$ cat config.mk
export PLATFORM = sky130hd
export DESIGN_NAME = sigma_mem_arb_flat
export DESIGN_NICKNAME = d
export VERILOG_FILES = /design/src/rtl/sigma_mem_arb_if.sv /design/src/rtl/sigma_mem_arb.sv /design/src/flat_wrapper.sv
export SDC_FILE = /design/constraint.sdc
export NUM_CORES = 1
export LEC_CHECK = 0
export CORE_AREA = 2 2 139 141
export CTS_CLUSTER_SIZE = 40
export DETAILED_ROUTE_END_ITERATION = 7
export DIE_AREA = 0 0 141 143
export PLACE_DENSITY = 0.61
export SETUP_SLACK_MARGIN = 0.4
export SLEW_MARGIN = 20
export SYNTH_ARGS = -nofsm -noshare
export SYNTH_HDL_FRONTEND = slang
export SYNTH_SLANG_ARGS = --single-unit
$ cat constraint.sdc
create_clock -name clk_i -period 5.9 [get_ports clk_i]
set_clock_uncertainty 0.15 [all_clocks]
set_input_delay 1.18 -clock clk_i [delete_from_list [all_inputs] [get_ports clk_i]]
set_output_delay 1.18 -clock clk_i [all_outputs]
set_load 0.005 [all_outputs]
$ cat src/rtl/sigma_mem_arb_if.sv
// Bus bundle between the sigma masters, the arbiter and the shared sigma slave port.
// The arbiter connects through the slave modport; the surrounding system uses master.
interface sigma_mem_arb_if #(
  parameter int NUM_M = 3,
  parameter int AW    = 32,
  parameter int DW    = 32
);
  logic [NUM_M-1:0]        m_req_i;
  logic [NUM_M-1:0]        m_we_i;
  logic [NUM_M*AW-1:0]     m_addr_i;
  logic [NUM_M*DW/8-1:0]   m_be_i;
  logic [NUM_M*DW-1:0]     m_wdata_i;
  logic [NUM_M-1:0]        m_ack_o;
  logic [NUM_M-1:0]        m_resp_o;
  logic [DW-1:0]           m_rdata_o;
  logic                    s_req_o;
  logic                    s_we_o;
  logic [AW-1:0]           s_addr_o;
  logic [DW/8-1:0]         s_be_o;
  logic [DW-1:0]           s_wdata_o;
  logic                    s_ack_i;
  logic                    s_resp_i;
  logic [DW-1:0]           s_rdata_i;

  modport slave (
    input  m_req_i, m_we_i, m_addr_i, m_be_i, m_wdata_i, s_ack_i, s_resp_i, s_rdata_i,
    output m_ack_o, m_resp_o, m_rdata_o, s_req_o, s_we_o, s_addr_o, s_be_o, s_wdata_o
  );

  modport master (
    output m_req_i, m_we_i, m_addr_i, m_be_i, m_wdata_i, s_ack_i, s_resp_i, s_rdata_i,
    input  m_ack_o, m_resp_o, m_rdata_o, s_req_o, s_we_o, s_addr_o, s_be_o, s_wdata_o
  );
endinterface

$ cat src/rtl/sigma_mem_arb.sv
// Round-robin N-master arbiter for one sigma slave port, with an in-order read ID FIFO.
// Define SIGMA_MEM_ARB_FIXED_PRIO_EN for fixed priority (lowest index wins, no pointer).
module sigma_mem_arb #(
  parameter int NUM_M     = 3,
  parameter int MAX_OUTST = 4,
  parameter int AW        = 32,
  parameter int DW        = 32
) (
  input  logic            clk_i,
  input  logic            arst_n_i,
  sigma_mem_arb_if.slave  bus,
  output logic            err_o
);
  localparam int IDW = (NUM_M > 1) ? $clog2(NUM_M) : 1;
  localparam int PW  = $clog2(MAX_OUTST);
  localparam int BW  = DW / 8;

  logic [IDW-1:0] r_fifo [MAX_OUTST];
  logic [PW-1:0]  r_wr_ptr;
  logic [PW-1:0]  r_rd_ptr;
  logic [PW:0]    r_count;
  logic           r_err;

  logic [NUM_M-1:0] w_elig;
  logic             w_full;
  logic             w_any;
  logic             w_accept;
  logic             w_push;
  logic             w_pop;
  logic             w_stray;
  logic [IDW-1:0]   w_gnt;

  // Registered count only: a pop in this cycle does not unblock a read until next cycle.
  assign w_full = (r_count == (PW+1)'(MAX_OUTST));
  assign w_elig = {NUM_M{arst_n_i}} & bus.m_req_i & (bus.m_we_i | {NUM_M{~w_full}});

`ifdef SIGMA_MEM_ARB_FIXED_PRIO_EN
  always_comb begin
    w_gnt = '0;
    w_any = 1'b0;
    for (int i = NUM_M - 1; i >= 0; i--) begin
      if (w_elig[IDW'(i)]) begin
        w_gnt = IDW'(i);
        w_any = 1'b1;
      end
    end
  end
`else
  logic [IDW-1:0] r_rr_ptr;
  logic [IDW-1:0] w_idx;

  always_comb begin
    w_gnt = '0;
    w_any = 1'b0;
    w_idx = '0;
    for (int i = 0; i < NUM_M; i++) begin
      w_idx = (int'(r_rr_ptr) + i >= NUM_M) ? IDW'(int'(r_rr_ptr) + i - NUM_M)
                                            : IDW'(int'(r_rr_ptr) + i);
      if (!w_any && w_elig[w_idx]) begin
        w_gnt = w_idx;
        w_any = 1'b1;
      end
    end
  end

  always_ff @(posedge clk_i or negedge arst_n_i) begin
    if (!arst_n_i) begin
      r_rr_ptr <= '0;
    end else if (w_accept) begin
      r_rr_ptr <= (w_gnt == IDW'(NUM_M - 1)) ? '0 : w_gnt + 1'b1;
    end
  end
`endif

  always_comb begin
    bus.s_we_o    = 1'b0;
    bus.s_addr_o  = '0;
    bus.s_be_o    = '0;
    bus.s_wdata_o = '0;
    for (int k = 0; k < NUM_M; k++) begin
      if (w_any && (w_gnt == IDW'(k))) begin
        bus.s_we_o    = bus.m_we_i[k];
        bus.s_addr_o  = bus.m_addr_i[k*AW +: AW];
        bus.s_be_o    = bus.m_be_i[k*BW +: BW];
        bus.s_wdata_o = bus.m_wdata_i[k*DW +: DW];
      end
    end
  end

  assign bus.s_req_o   = w_any;
  assign w_accept      = w_any & bus.s_ack_i;
  assign bus.m_ack_o   = w_accept ? (NUM_M'(1) << w_gnt) : '0;
  assign w_push        = w_accept & ~bus.s_we_o;

  assign w_pop         = arst_n_i & bus.s_resp_i & (r_count != '0);
  assign w_stray       = bus.s_resp_i & (r_count == '0);
  assign bus.m_resp_o  = w_pop ? (NUM_M'(1) << r_fifo[r_rd_ptr]) : '0;
  assign bus.m_rdata_o = bus.s_rdata_i;
  assign err_o         = r_err;

  // ID storage needs no reset: entries are only read while count says they are valid.
  always_ff @(posedge clk_i) begin
    if (w_push) begin
      r_fifo[r_wr_ptr] <= w_gnt;
    end
  end

  always_ff @(posedge clk_i or negedge arst_n_i) begin
    if (!arst_n_i) begin
      r_wr_ptr <= '0;
      r_rd_ptr <= '0;
      r_count  <= '0;
      r_err    <= 1'b0;
    end else begin
      if (w_push) r_wr_ptr <= r_wr_ptr + 1'b1;
      if (w_pop)  r_rd_ptr <= r_rd_ptr + 1'b1;
      case ({w_push, w_pop})
        2'b10:   r_count <= r_count + 1'b1;
        2'b01:   r_count <= r_count - 1'b1;
        default: r_count <= r_count;
      endcase
      if (w_stray) r_err <= 1'b1;
    end
  end
endmodule

$ cat src/flat_wrapper.sv
// flat-port wrapper written by rule: the top's interface ports become plain ports
module sigma_mem_arb_flat 
#(
  parameter int NUM_M     = 3,
  parameter int MAX_OUTST = 4,
  parameter int AW        = 32,
  parameter int DW        = 32
)
  (clk_i, arst_n_i, err_o, bus_m_req_i, bus_m_we_i, bus_m_addr_i, bus_m_be_i, bus_m_wdata_i, bus_s_ack_i, bus_s_resp_i, bus_s_rdata_i, bus_m_ack_o, bus_m_resp_o, bus_m_rdata_o, bus_s_req_o, bus_s_we_o, bus_s_addr_o, bus_s_be_o, bus_s_wdata_o);
  sigma_mem_arb_if #(.NUM_M(NUM_M), .AW(AW), .DW(DW)) bus_i ();
  input  logic clk_i;
  input  logic arst_n_i;
  output logic err_o;
  input wire logic [$bits(bus_i.m_req_i)-1:0] bus_m_req_i;
  input wire logic [$bits(bus_i.m_we_i)-1:0] bus_m_we_i;
  input wire logic [$bits(bus_i.m_addr_i)-1:0] bus_m_addr_i;
  input wire logic [$bits(bus_i.m_be_i)-1:0] bus_m_be_i;
  input wire logic [$bits(bus_i.m_wdata_i)-1:0] bus_m_wdata_i;
  input wire logic [$bits(bus_i.s_ack_i)-1:0] bus_s_ack_i;
  input wire logic [$bits(bus_i.s_resp_i)-1:0] bus_s_resp_i;
  input wire logic [$bits(bus_i.s_rdata_i)-1:0] bus_s_rdata_i;
  output wire logic [$bits(bus_i.m_ack_o)-1:0] bus_m_ack_o;
  output wire logic [$bits(bus_i.m_resp_o)-1:0] bus_m_resp_o;
  output wire logic [$bits(bus_i.m_rdata_o)-1:0] bus_m_rdata_o;
  output wire logic [$bits(bus_i.s_req_o)-1:0] bus_s_req_o;
  output wire logic [$bits(bus_i.s_we_o)-1:0] bus_s_we_o;
  output wire logic [$bits(bus_i.s_addr_o)-1:0] bus_s_addr_o;
  output wire logic [$bits(bus_i.s_be_o)-1:0] bus_s_be_o;
  output wire logic [$bits(bus_i.s_wdata_o)-1:0] bus_s_wdata_o;
  assign bus_i.m_req_i = bus_m_req_i;
  assign bus_i.m_we_i = bus_m_we_i;
  assign bus_i.m_addr_i = bus_m_addr_i;
  assign bus_i.m_be_i = bus_m_be_i;
  assign bus_i.m_wdata_i = bus_m_wdata_i;
  assign bus_i.s_ack_i = bus_s_ack_i;
  assign bus_i.s_resp_i = bus_s_resp_i;
  assign bus_i.s_rdata_i = bus_s_rdata_i;
  assign bus_m_ack_o = bus_i.m_ack_o;
  assign bus_m_resp_o = bus_i.m_resp_o;
  assign bus_m_rdata_o = bus_i.m_rdata_o;
  assign bus_s_req_o = bus_i.s_req_o;
  assign bus_s_we_o = bus_i.s_we_o;
  assign bus_s_addr_o = bus_i.s_addr_o;
  assign bus_s_be_o = bus_i.s_be_o;
  assign bus_s_wdata_o = bus_i.s_wdata_o;
  sigma_mem_arb #(.NUM_M(NUM_M), .MAX_OUTST(MAX_OUTST), .AW(AW), .DW(DW)) u_core (.clk_i(clk_i), .arst_n_i(arst_n_i), .bus(bus_i), .err_o(err_o));
endmodule
==> impl_metrics.env <==
export IMPL_dr_total_vias=3611
export IMPL_worstPathArrival_ns=4.08
export IMPL_syn_to_final_growth_pct=112
export IMPL_avgSynthCellArea_um2=7.11
export IMPL_met1Wirelength_mm=5.00
export IMPL_post_synth_instance_area_um2=2670
export IMPL_synth_seq_cells=18
export IMPL_power_frac_seq=0.128
export IMPL_dominantRegCellSynth="sky130_fd_sc_hd__dfrtp_1"
export IMPL_clock_root_buffer="sky130_fd_sc_hd__clkbuf_16"
export IMPL_cts_buffers_inserted=3
export IMPL_core_area_um2=18600
export IMPL_slew_headroom=0.658
export IMPL_final_slew_violations=0
export IMPL_fin_cells=848
export IMPL_post_route_min_period_ns=5.41
export IMPL_comb_power_share=0.795
export IMPL_rsz0062_at_grt="no"
export IMPL_critPathRequiredTime_ns=4.57
export IMPL_clock_pin_slew_reported_for_the_worst_setup_and_hold_paths_after_clock_tree_synthesis_ns=0.05
export IMPL_max_cap_viol=0
export IMPL_fmax_ghz=0.185
export IMPL_drt_pre_antenna_iters=5
export IMPL_worst_hold_path_type="register to register"
export IMPL_routed_top_layer="met4"
export IMPL_first_global_vias=3526
export IMPL_drt_iter0_drc=177
export IMPL_place_port_buffers=290
export IMPL_synth_cells=375
export IMPL_die_area_um2=20200
export IMPL_wl_per_cell_um=15.7
export IMPL_proportion_of_total_power_due_to_net_switching=0.401
export IMPL_p_per_area_nw_per_um2=312
export IMPL_antenna_found_initial=0
export IMPL_ys_warnings_count=0
export IMPL_grt_ovfl_total=0
export IMPL_setup_worst_path_class="input pin to output pin"
export IMPL_initial_utilization=0.144
export IMPL_dr_wl_met2_mm=7.04
export IMPL_grt_first_pass_wirelength_mm=19.8
export IMPL_setup_worst_path_start_class="input pin"
export IMPL_hold_slack_ns=0.335
export IMPL_top_level_ports=355
export IMPL_status="complete, no violations"
export IMPL_power_internal_mw=1.05
export IMPL_clock_power_share=0.077
export IMPL_clockBufferDepth=2
export IMPL_last_weighted_congestion_value_of_the_routability_driven_placer=0.795
export IMPL_worst_setup_path_end_kind="output pin"
export IMPL_async_flop_share=0.556
export IMPL_report_final_hold_viol_count=0
export IMPL_floorplan_die_height_um=143
export IMPL_final_setup_tns_ns=0
export IMPL_antenna_violating_nets_post_route=0
export IMPL_netlist_cell_type_count=46
export IMPL_drive_gt1_frac=0.0326
export IMPL_path_max_fanout=34
export IMPL_setup_viols_final=0
export IMPL_grt_start_max_net_pins=91
export IMPL_slew_at_the_pin_closest_to_its_max_slew_limit_ns=0.513
export IMPL_avgViaCountPerCell=4.26
export IMPL_overall_global_routing_usage=0.122
export IMPL_drcViolationCount=0
export IMPL_clock_sinks=18
export IMPL_met3_length_mm=1.08
export IMPL_dp_cells=844
export IMPL_edff_count_synth=8
export IMPL_dp_final_hpwl_mm=10.9
export IMPL_worst_skew_pair_late_latency_ns=0.25
export IMPL_ff2ff_setup_slack_ns=2.35
export IMPL_cts_tree="yes"
export IMPL_layout_worst_path_cycle_share=0.916
export IMPL_placementRows=50
export IMPL_power_leakage_nw=1.97
export IMPL_vdd_drop_max_v=0.0000999
export IMPL_drt_wl_total_mm=13.3
export IMPL_h_tree_depth=1
export IMPL_antenna_cells=0
export IMPL_nNetsFinal=869
export IMPL_synth_seq_area_share=0.184
export IMPL_synthesis_nets=629
export IMPL_dieWidth_um=141
export IMPL_nFillCells=1987
export IMPL_switching_power_uw=706
critical path, cell delays in order:
cell and delay, ns:
sky130_fd_sc_hd__clkdlybuf4s50_1 0.44, sky130_fd_sc_hd__or4b_1 0.58, sky130_fd_sc_hd__a311oi_2 0.34, sky130_fd_sc_hd__o21ai_1 0.11, sky130_fd_sc_hd__nand2_2 0.10, sky130_fd_sc_hd__buf_8 0.23, sky130_fd_sc_hd__a22oi_1 0.15, sky130_fd_sc_hd__o21ai_0 0.32
sky130_fd_sc_hd__clkdlybuf4s50_1 0.60
per-layer routing:
layer | vias up | GRT usage
met5 | - | 0
met4 | 0 | 0.0226
met1 | 1609 | 0.145
met2 | 171 | 0.223
li1 | 1817 | -
met3 | 14 | 0.0329
cell usage in the layout (no fill, tap or decap), types with 7 or more instances in the layout:
| master | count |
|---|---|
| sky130_fd_sc_hd__ha_1 | 7 |
| sky130_fd_sc_hd__clkdlybuf4s50_1 | 290 |
| sky130_fd_sc_hd__edfxtp_1 | 8 |
| sky130_fd_sc_hd__a22oi_1 | 68 |
| sky130_fd_sc_hd__o21ai_0 | 42 |
| sky130_fd_sc_hd__o21ai_1 | 29 |
| sky130_fd_sc_hd__inv_1 | 13 |
| sky130_fd_sc_hd__nand2_1 | 76 |
| sky130_fd_sc_hd__and2_1 | 7 |
| sky130_fd_sc_hd__dfrtp_1 | 10 |
cells in the mapped netlist, types with 7 or more instances:
cell,number,area (um2)
sky130_fd_sc_hd__ha_1,7,87.6
sky130_fd_sc_hd__dfrtp_1,10,250
sky130_fd_sc_hd__a22oi_1,68,510
sky130_fd_sc_hd__inv_1,14,52.6
sky130_fd_sc_hd__buf_2,11,55.1
sky130_fd_sc_hd__o21ai_1,29,145
sky130_fd_sc_hd__nand2_1,76,285
sky130_fd_sc_hd__o21ai_0,42,210
sky130_fd_sc_hd__buf_4,34,255
sky130_fd_sc_hd__edfxtp_1,8,240
sky130_fd_sc_hd__clkbuf_1,12,45.0
sky130_fd_sc_hd__and2_1,7,43.8
through the flow:
stage / total power [mW] / area [um2] / utilization / setup slack (ns)
floorplan: 0.885 / 2670 / - / 1.89
global route: 1.91 / 5650 / 0.304 / 0.409
detailed placement: 1.63 / 5550 / 0.299 / 0.399
finish: 1.76 / 5650 / 0.304 / 0.493
CTS: 1.77 / 5630 / 0.303 / 0.450
global placement: 1.62 / 5550 / 0.299 / 0.333
power groups by stage:
stage	logic [mW]	registers [mW]	clock network (mW)
after floorplan	0.674	0.210	0
after global placement	1.40	0.225	0
after detailed placement	1.40	0.227	0
after CTS	1.41	0.225	0.138
after global routing	1.54	0.232	0.144
final	1.40	0.225	0.135
layout make-up:
| type | count | area, um2 | share of cell area |
|---|---|---|---|
| Timing Repair Buffer | 296 | 2980 | 0.528 |
| Clock buffer | 4 | 78.8 | 0.0140 |
| Sequential cell | 18 | 490 | 0.0868 |
| Multi-Input combinational cell | 282 | 1740 | 0.308 |
| Inverter | 14 | 66.3 | 0.0117 |
| Tap cell | 234 | 293 | 0.0518 |
cell families after synthesis:
| family | share of synthesized area |
|---|---|
| xor+xnor | 0.0197 |
| compound gates | 0.369 |
| fa+ha+maj | 0.0441 |
| flops | 0.184 |
| mux | 0.0225 |
| buf+inv | 0.164 |
| simple gates | 0.196 |
flip-flops by register name, indices dropped and copies added (netlist names):
register and flops:
u_core.err_o 1, u_core.r_count 3, u_core.r_fifo 8, u_core.r_rd_ptr 2, u_core.r_rr_ptr 2, u_core.r_wr_ptr 2
worst paths after layout:
kind                                          startpoint                            end  depth (start not counted)
max in group asynchronous                       arst_n_i  u_core.r_count[2]$_DFFE_PN0P_                          2
hold / removal                  u_core.err_o$_DFFE_PN0P_       u_core.err_o$_DFFE_PN0P_                          1
setup reg to reg           u_core.r_count[0]$_DFFE_PN0P_  u_core.r_count[1]$_DFFE_PN0P_                         11
min in group asynchronous                       arst_n_i       u_core.err_o$_DFFE_PN0P_                          2
setup / recovery                           bus_m_we_i[1]              bus_s_wdata_o[15]                          9
hold reg to reg                 u_core.err_o$_DFFE_PN0P_       u_core.err_o$_DFFE_PN0P_                          1
what timing repair did:
| action | 4_1_cts | 5_1_grt |
|---|---|---|
| buffers inserted | 0 | 0 |
| hold buffers | 0 | 0 |
| gates resized for setup | 1 | 5 |
| endpoints found under the setup margin | 1 | 34 |
No activity file was read; power rests on OpenSTA's default activity.
